### config.mk
export PLATFORM = sky130hd
export DESIGN_NAME = wb_master_arbiter
export DESIGN_NICKNAME = d
export VERILOG_FILES = /design/src/rtl/wb_master_arbiter.sv
export SDC_FILE = /design/constraint.sdc
export NUM_CORES = 1
export LEC_CHECK = 0
export ABC_AREA = 1
export BUFFER_PORTS_ARGS = -buffer_cell sky130_fd_sc_hd__buf_2
export CORE_AREA = 2 2 102 104
export DETAILED_ROUTE_END_ITERATION = 8
export DIE_AREA = 0 0 104 106
export RECOVER_POWER = 25
export SYNTH_ARGS = -nofsm -noshare
export SYNTH_HDL_FRONTEND = slang
export SYNTH_SLANG_ARGS = --single-unit
### constraint.sdc
create_clock -name clk_i -period 1.5 [get_ports clk_i]
set_clock_uncertainty 0.2 [all_clocks]
set_input_delay 0.075 -clock clk_i [delete_from_list [all_inputs] [get_ports clk_i]]
set_output_delay 0.075 -clock clk_i [all_outputs]
set_load 0.01 [all_outputs]
### src/rtl/wb_master_arbiter.sv
`default_nettype none
// ============================================================================
//  Module      : wb_master_arbiter
//  Description : Two-requester Wishbone arbiter in front of the USB core slave
//                port. m0 is the function controller, m1 the audio stream
//                engine. Ties in IDLE are broken round-robin. A granted
//                requester keeps the bus until it drops cyc. One idle clock
//                separates consecutive grants.
//  Optional    : `define WB_ARB_TIMEOUT_EN compiles in a stall watchdog. After
//                TMO stalled clocks the requester gets a one-clock err pulse,
//                and the arbiter drains until that requester drops cyc.
//  Ports       : clk_i, rst_i (async, active-high)
//                m0_* / m1_*  requester side: cyc/stb/we/addr/data in,
//                             data/ack/err out
//                s_*          USB core side: cyc/stb/we/addr/data out,
//                             data/ack in
//                gnt_o        one-hot grant (bit0 = m0, bit1 = m1)
//  Revision    : 1.0  initial release
// ============================================================================
module wb_master_arbiter #(
    parameter int AW  = 18,
    parameter int TMO = 255
) (
    input  logic          clk_i,
    input  logic          rst_i,
    input  logic          m0_cyc_i,
    input  logic          m0_stb_i,
    input  logic          m0_we_i,
    input  logic [AW-1:0] m0_addr_i,
    input  logic [31:0]   m0_data_i,
    output logic [31:0]   m0_data_o,
    output logic          m0_ack_o,
    output logic          m0_err_o,
    input  logic          m1_cyc_i,
    input  logic          m1_stb_i,
    input  logic          m1_we_i,
    input  logic [AW-1:0] m1_addr_i,
    input  logic [31:0]   m1_data_i,
    output logic [31:0]   m1_data_o,
    output logic          m1_ack_o,
    output logic          m1_err_o,
    output logic          s_cyc_o,
    output logic          s_stb_o,
    output logic          s_we_o,
    output logic [AW-1:0] s_addr_o,
    output logic [31:0]   s_data_o,
    input  logic [31:0]   s_data_i,
    input  logic          s_ack_i,
    output logic [1:0]    gnt_o
);

    typedef enum logic [1:0] {
        ST_IDLE  = 2'd0,
        ST_GNT0  = 2'd1,
        ST_GNT1  = 2'd2
`ifdef WB_ARB_TIMEOUT_EN
        , ST_DRAIN = 2'd3
`endif
    } state_t;

    state_t     r_state;
    state_t     w_state_nxt;
    logic [1:0] r_gnt;
    logic       r_last;     // requester served last: 0 = m0, 1 = m1
    logic       w_fwd0;     // m0 is connected to the slave this clock
    logic       w_fwd1;     // m1 is connected to the slave this clock

`ifdef WB_ARB_TIMEOUT_EN
    localparam int c_CW = (TMO < 1) ? 1 : $clog2(TMO + 1);

    logic [c_CW-1:0] r_tmo_cnt;
    logic            w_granted;
    logic            w_gnt_stb;
    logic            w_tmo_hit;

    assign w_granted = (r_state == ST_GNT0) || (r_state == ST_GNT1);
    assign w_gnt_stb = ((r_state == ST_GNT0) && m0_stb_i) ||
                       ((r_state == ST_GNT1) && m1_stb_i);
    assign w_tmo_hit = w_granted && (r_tmo_cnt == c_CW'(TMO));

    // Every grant is preceded by IDLE, so clearing outside GNTn covers
    // the clear-on-grant-entry case.
    always_ff @(posedge clk_i or posedge rst_i) begin
        if (rst_i) begin
            r_tmo_cnt <= '0;
        end else if (!w_granted || s_ack_i) begin
            r_tmo_cnt <= '0;
        end else if (w_gnt_stb && !w_tmo_hit) begin
            r_tmo_cnt <= r_tmo_cnt + c_CW'(1);
        end
    end

    assign m0_err_o = w_tmo_hit && (r_state == ST_GNT0);
    assign m1_err_o = w_tmo_hit && (r_state == ST_GNT1);
`else
    logic w_unused_tmo;
    assign w_unused_tmo = (TMO != 0);
    assign m0_err_o     = 1'b0;
    assign m1_err_o     = 1'b0;
`endif

    always_ff @(posedge clk_i or posedge rst_i) begin
        if (rst_i) begin
            r_state <= ST_IDLE;
            r_gnt   <= 2'b00;
            r_last  <= 1'b1;
        end else begin
            r_state <= w_state_nxt;
            r_gnt   <= {w_state_nxt == ST_GNT1, w_state_nxt == ST_GNT0};
            if (r_state == ST_IDLE) begin
                if (w_state_nxt == ST_GNT0) begin
                    r_last <= 1'b0;
                end else if (w_state_nxt == ST_GNT1) begin
                    r_last <= 1'b1;
                end
            end
        end
    end

    always_comb begin
        w_state_nxt = r_state;
        w_fwd0      = 1'b0;
        w_fwd1      = 1'b0;
        case (r_state)
            ST_IDLE: begin
                // On a tie m0 wins only if m1 was served last.
                if (m0_cyc_i && (!m1_cyc_i || r_last)) begin
                    w_state_nxt = ST_GNT0;
                end else if (m1_cyc_i) begin
                    w_state_nxt = ST_GNT1;
                end
            end
            ST_GNT0: begin
`ifdef WB_ARB_TIMEOUT_EN
                if (w_tmo_hit) begin
                    w_state_nxt = ST_DRAIN;
                end else
`endif
                begin
                    w_fwd0 = 1'b1;
                    if (!m0_cyc_i) begin
                        w_state_nxt = ST_IDLE;
                    end
                end
            end
            ST_GNT1: begin
`ifdef WB_ARB_TIMEOUT_EN
                if (w_tmo_hit) begin
                    w_state_nxt = ST_DRAIN;
                end else
`endif
                begin
                    w_fwd1 = 1'b1;
                    if (!m1_cyc_i) begin
                        w_state_nxt = ST_IDLE;
                    end
                end
            end
`ifdef WB_ARB_TIMEOUT_EN
            ST_DRAIN: begin
                // The errored requester is the one served last.
                if (!(r_last ? m1_cyc_i : m0_cyc_i)) begin
                    w_state_nxt = ST_IDLE;
                end
            end
`endif
            default: begin
                w_state_nxt = ST_IDLE;
            end
        endcase
    end

    assign s_cyc_o   = w_fwd0 ? m0_cyc_i  : (w_fwd1 ? m1_cyc_i  : 1'b0);
    assign s_stb_o   = w_fwd0 ? m0_stb_i  : (w_fwd1 ? m1_stb_i  : 1'b0);
    assign s_we_o    = w_fwd0 ? m0_we_i   : (w_fwd1 ? m1_we_i   : 1'b0);
    assign s_addr_o  = w_fwd0 ? m0_addr_i : (w_fwd1 ? m1_addr_i : '0);
    assign s_data_o  = w_fwd0 ? m0_data_i : (w_fwd1 ? m1_data_i : '0);

    assign m0_ack_o  = w_fwd0 && s_ack_i;
    assign m1_ack_o  = w_fwd1 && s_ack_i;
    assign m0_data_o = w_fwd0 ? s_data_i : 32'h0;
    assign m1_data_o = w_fwd1 ? s_data_i : 32'h0;

    assign gnt_o     = r_gnt;

endmodule
`default_nettype wire

After elaboration in Yosys (flattened, before gate mapping) --
Index checks and enable logic that the tools add are counted.
Word-level totals: register bits after elaboration 5, input bits 141, output and inout bits 123
Operators by class: reductions and logical operators 8, multiplexer cells 21, equal/unequal tests 4
Operators by type and width (count):
- 32-bit two-way mux | 4
- 18-bit two-way mux | 2
- 1-bit two-way mux | 10
- 2-bit two-way mux | 4
- 2-bit case mux with 3 select lines | 1
- 2-bit by 1-bit equality test with 1-bit output (second input constant) | 2
- 2-bit equality test (second input constant) | 2
- 1-bit logical AND | 3
- 2-bit logical NOT | 1
- 2-bit AND reduction | 1
- 2-bit nonzero test | 1
- 1-bit logical NOT | 1
- 1-bit logical OR | 1

Logic depth before layout (Yosys ltp) --
depth after elaboration 8, depth in mapped cells 9, gate-level depth less buffers 9

Worst setup path after synthesis --
Ideal clock, no wire load.
path type register -> register, start point reg r_state[0], end point reg r_last, setup time 0.076 ns, slack -0.113 ns, stages on the path, launching flop included 10, path buffers 1, data required time 1.224 ns, data arrival time 1.338 ns, path through dfrtp_1 > buf_2 > nor2_1 > nand3_1 > nand2_1 > ha_1 > inv_1 > nand2_1 > nand2_1 > nand2_1
On the way: longest elaborated chain between the ends 6
RTL lines:
- start: declaration | RTL line 61 | state_t r_state;
- start signal: assignment | RTL line 108 | r_state <= w_state_nxt;
- 2-bit two-way mux | RTL line 129 | end else if (m1_cyc_i) begin
- 2-bit two-way mux | RTL line 127 | if (m0_cyc_i && (!m1_cyc_i || r_last)) begin
- 2-bit case mux with 3 select lines * | RTL line 124 | case (r_state)
- via w_state_nxt[0] | RTL line 62 | state_t w_state_nxt;
- 2-bit equality test or 2-bit by 1-bit equality test with 1-bit output (tied branches) | RTL line 113, 111
- 2-bit nonzero test (no source line)
- 2-bit AND reduction (no source line)
- end signal: assignment | RTL line 106 | r_last <= 1'b1;
- end signal: assignment | RTL line 112 | r_last <= 1'b0;
- end signal: assignment | RTL line 114 | r_last <= 1'b1;
- end: declaration | RTL line 64 | logic r_last;
Mark *: on every way through the listed nets, which the timed path passes. The rest lies on a longest branch. A chain may end at the register's enable or synchronous reset.

Worst setup path in the final report --
start point reg r_state[0], end point out s_data_o[0]
On the way: longest elaborated chain between the ends 4
RTL lines:
- 2-bit equality test | RTL line 124
- 1-bit two-way mux | RTL line 124
- 32-bit two-way mux | RTL line 177 | assign s_data_o = w_fwd0 ? m0_data_i : (w_fwd1 ? m1_data_i : '0);
- 32-bit two-way mux * | RTL line 177
- end: declaration | RTL line 46 | output logic [31:0] s_data_o,
Every way passes the cells marked *; elsewhere a longest branch is shown, timed or not.

==> metrics <==
outcome complete, but fails checks; failing checks setup timing; First-pass DRT Iterations 4; worst hold slack 0.0511 ns; period utilization 114%; Clock Sink Count 5; Yosys reg bits 5; WL/cell 12.3 µm; minimum clock period 1.71 ns; final slew viol count 0; final net count 744; dpl ws -0.0304 ns; vias in the first global route 2606; CTS HTree Levels 1; commonest non-fill, non-tap cells in the layout 239 x buf_2, 65 x nand2_1, 46 x nand3_1, 39 x nand2_2, 37 x inv_1; maximum buffer depth of the clock tree 2; worst-path maximum fanout 8; GRT Resource Usage Total 13.6%; pwr/cell area 1750 nW/µm²; Syn Area/Cell 4.57 µm²; core footprint 10000 µm²; # diodes 0; CTS Root Cell clkbuf_8; Num CTS Buffers 3; Setup CP Type register to primary output; Syn-to-layout area delta 182%; largest net degree at the start of global routing 34; Distinct cells, synth 14; critical path arrival 1.44 ns; sequential area share after synthesis 8.80%; register clock-pin slew on the reported worst setup and hold paths 0.03 ns; GR Overflow Total 0; final worst slack -0.214 ns; FMAX 0.583 GHz; Startpoint Class register; Worst EP required 1.22 ns; boundary pin count 264; DP HPWL 6260 µm; critical path capture point type primary output; cell area after synthesis 1440 µm²; Remaining DRCs 0; commonest non-fill, non-tap cell in the layout buf_2; first-pass GRT wire length 12400 µm; DR vias/cell 4.04; Hold Violations, Final 0; Max-Cap Viols 0; PortBufs 261; Antenna Nets Post-Route 0; yosys warns 0; class of the worst hold path input pin to register; die height 106 µm; drt initial violations 131; Gate Count Post-Synth 314; Initial Util 14.4%; cell leakage power 2.56 nW; row cnt 37; clock latency on the worst-skew pair 0.22 ns; die footprint 11000 µm²; DRT Wirelength 9010 µm; routability cong. 0.735; VDD IR max 0.930 mV; initial antenna violation count 0; r2r setup slk -0.07 ns; RSZ-0062 raised after global routing true; endpoints failing setup 121; CTS tree built; layout cell share with drive strength beyond 1 67.6%; Finished Core Util 40.5%; via count 2972; Die Width 104 µm
[synth_stat cells (all sizes together)]
| library cell | n | area [µm²] |
|---|---|---|
| nand2 | 114 | 428 |
| nor2 | 68 | 263 |
| nand3 | 56 | 280 |
| inv | 40 | 150 |
| buf | 25 | 133 |
| dfrtp | 4 | 100 |
| ha | 3 | 37.5 |
| a21boi | 1 | 7.51 |
| conb | 1 | 3.75 |
| dfstp | 1 | 26.3 |
| nand3b | 1 | 7.51 |
[registers in the layout, indices dropped and copies added, names as in the netlist]
signal,flops
gnt_o,2
r_last,1
r_state,2
[timing repair]
action | 4_1_cts | 5_1_grt
resized for setup | 64 | 103
gates cloned | 6 | 4
setup buffers | 13 | 1
pin swaps | 4 | 14
hold buffers | 1 | 0
endpoints found under the hold margin | 5 | 0
setup endpoints to repair | 120 | 122
[worst max-delay path, cell delays in order, from the launching register on]
cell and delay, ns:
dfrtp_2 0.44, nor2_4 0.19, buf_6 0.14, buf_12 0.10, buf_12 0.12, nand2_2 0.05
nand2_1 0.06, buf_2 0.12
[layout make-up]
class                   instances  area (µm²)
clock buffers                   4        45.0
fillers                      1049        5950
inverters                      40         160
multi-input cells             245        1420
flip-flops and latches          5         128
well taps                     136         170
repair buffers                305        2130
[power breakdown]
group,switching (mW),internal (mW),total [mW],leakage (nW)
registers,0.0449,0.209,0.254,0.0602
clock network,0.0603,0.182,0.242,0.0228
logic,3.32,3.25,6.57,2.48
[path summary, 6_finish.rpt]
| check | from | end | depth (start not counted) |
|---|---|---|---|
| worst max-delay path | r_state[0] | s_data_o[0] | 7 |
| worst min-delay path | m1_cyc_i | r_state[1] | 3 |
| worst max register to register | r_state[0] | r_last | 9 |
| worst min register to register | r_last | r_last | 3 |
| max in group asynchronous | rst_i | r_last | 3 |
| min in group asynchronous | rst_i | gnt_o[0] | 3 |
[layer usage]
metal | part of all wire [%] | GRT usage (%) | up-vias
li1 | - | - | 1513
met1 | 40 | 15.9 | 1305
met2 | 52 | 25.8 | 148
met3 | 7.1 | 2.70 | 6
met4 | 0.68 | 2.51 | 0
met5 | 0 | 0 | -
[cells by family (layout without fill, tap and decap cells)]
family | after synthesis | in the layout | share of synthesized area, %
other cells | 1 | 2 | 0.261
fa+ha+maj | 3 | 3 | 2.61
simple gates | 239 | 239 | 68.1
compound gates | 1 | 1 | 0.523
buf+inv | 65 | 349 | 19.7
flops | 5 | 5 | 8.80
[per-stage QoR]
stage                     setup TNS, ns  cell area, µm²  total power [mW]  instances
after floorplan                       0            1470              2.56        315
after global placement           -0.534            3020              4.49        708
after detailed placement         -0.365            3020              4.46        708
after CTS                        -14.98            3570              6.16        732
after global routing             -23.36            4050              7.55        735
final                            -14.87            4050              7.07        735
Power figures use the tool's default switching activity.
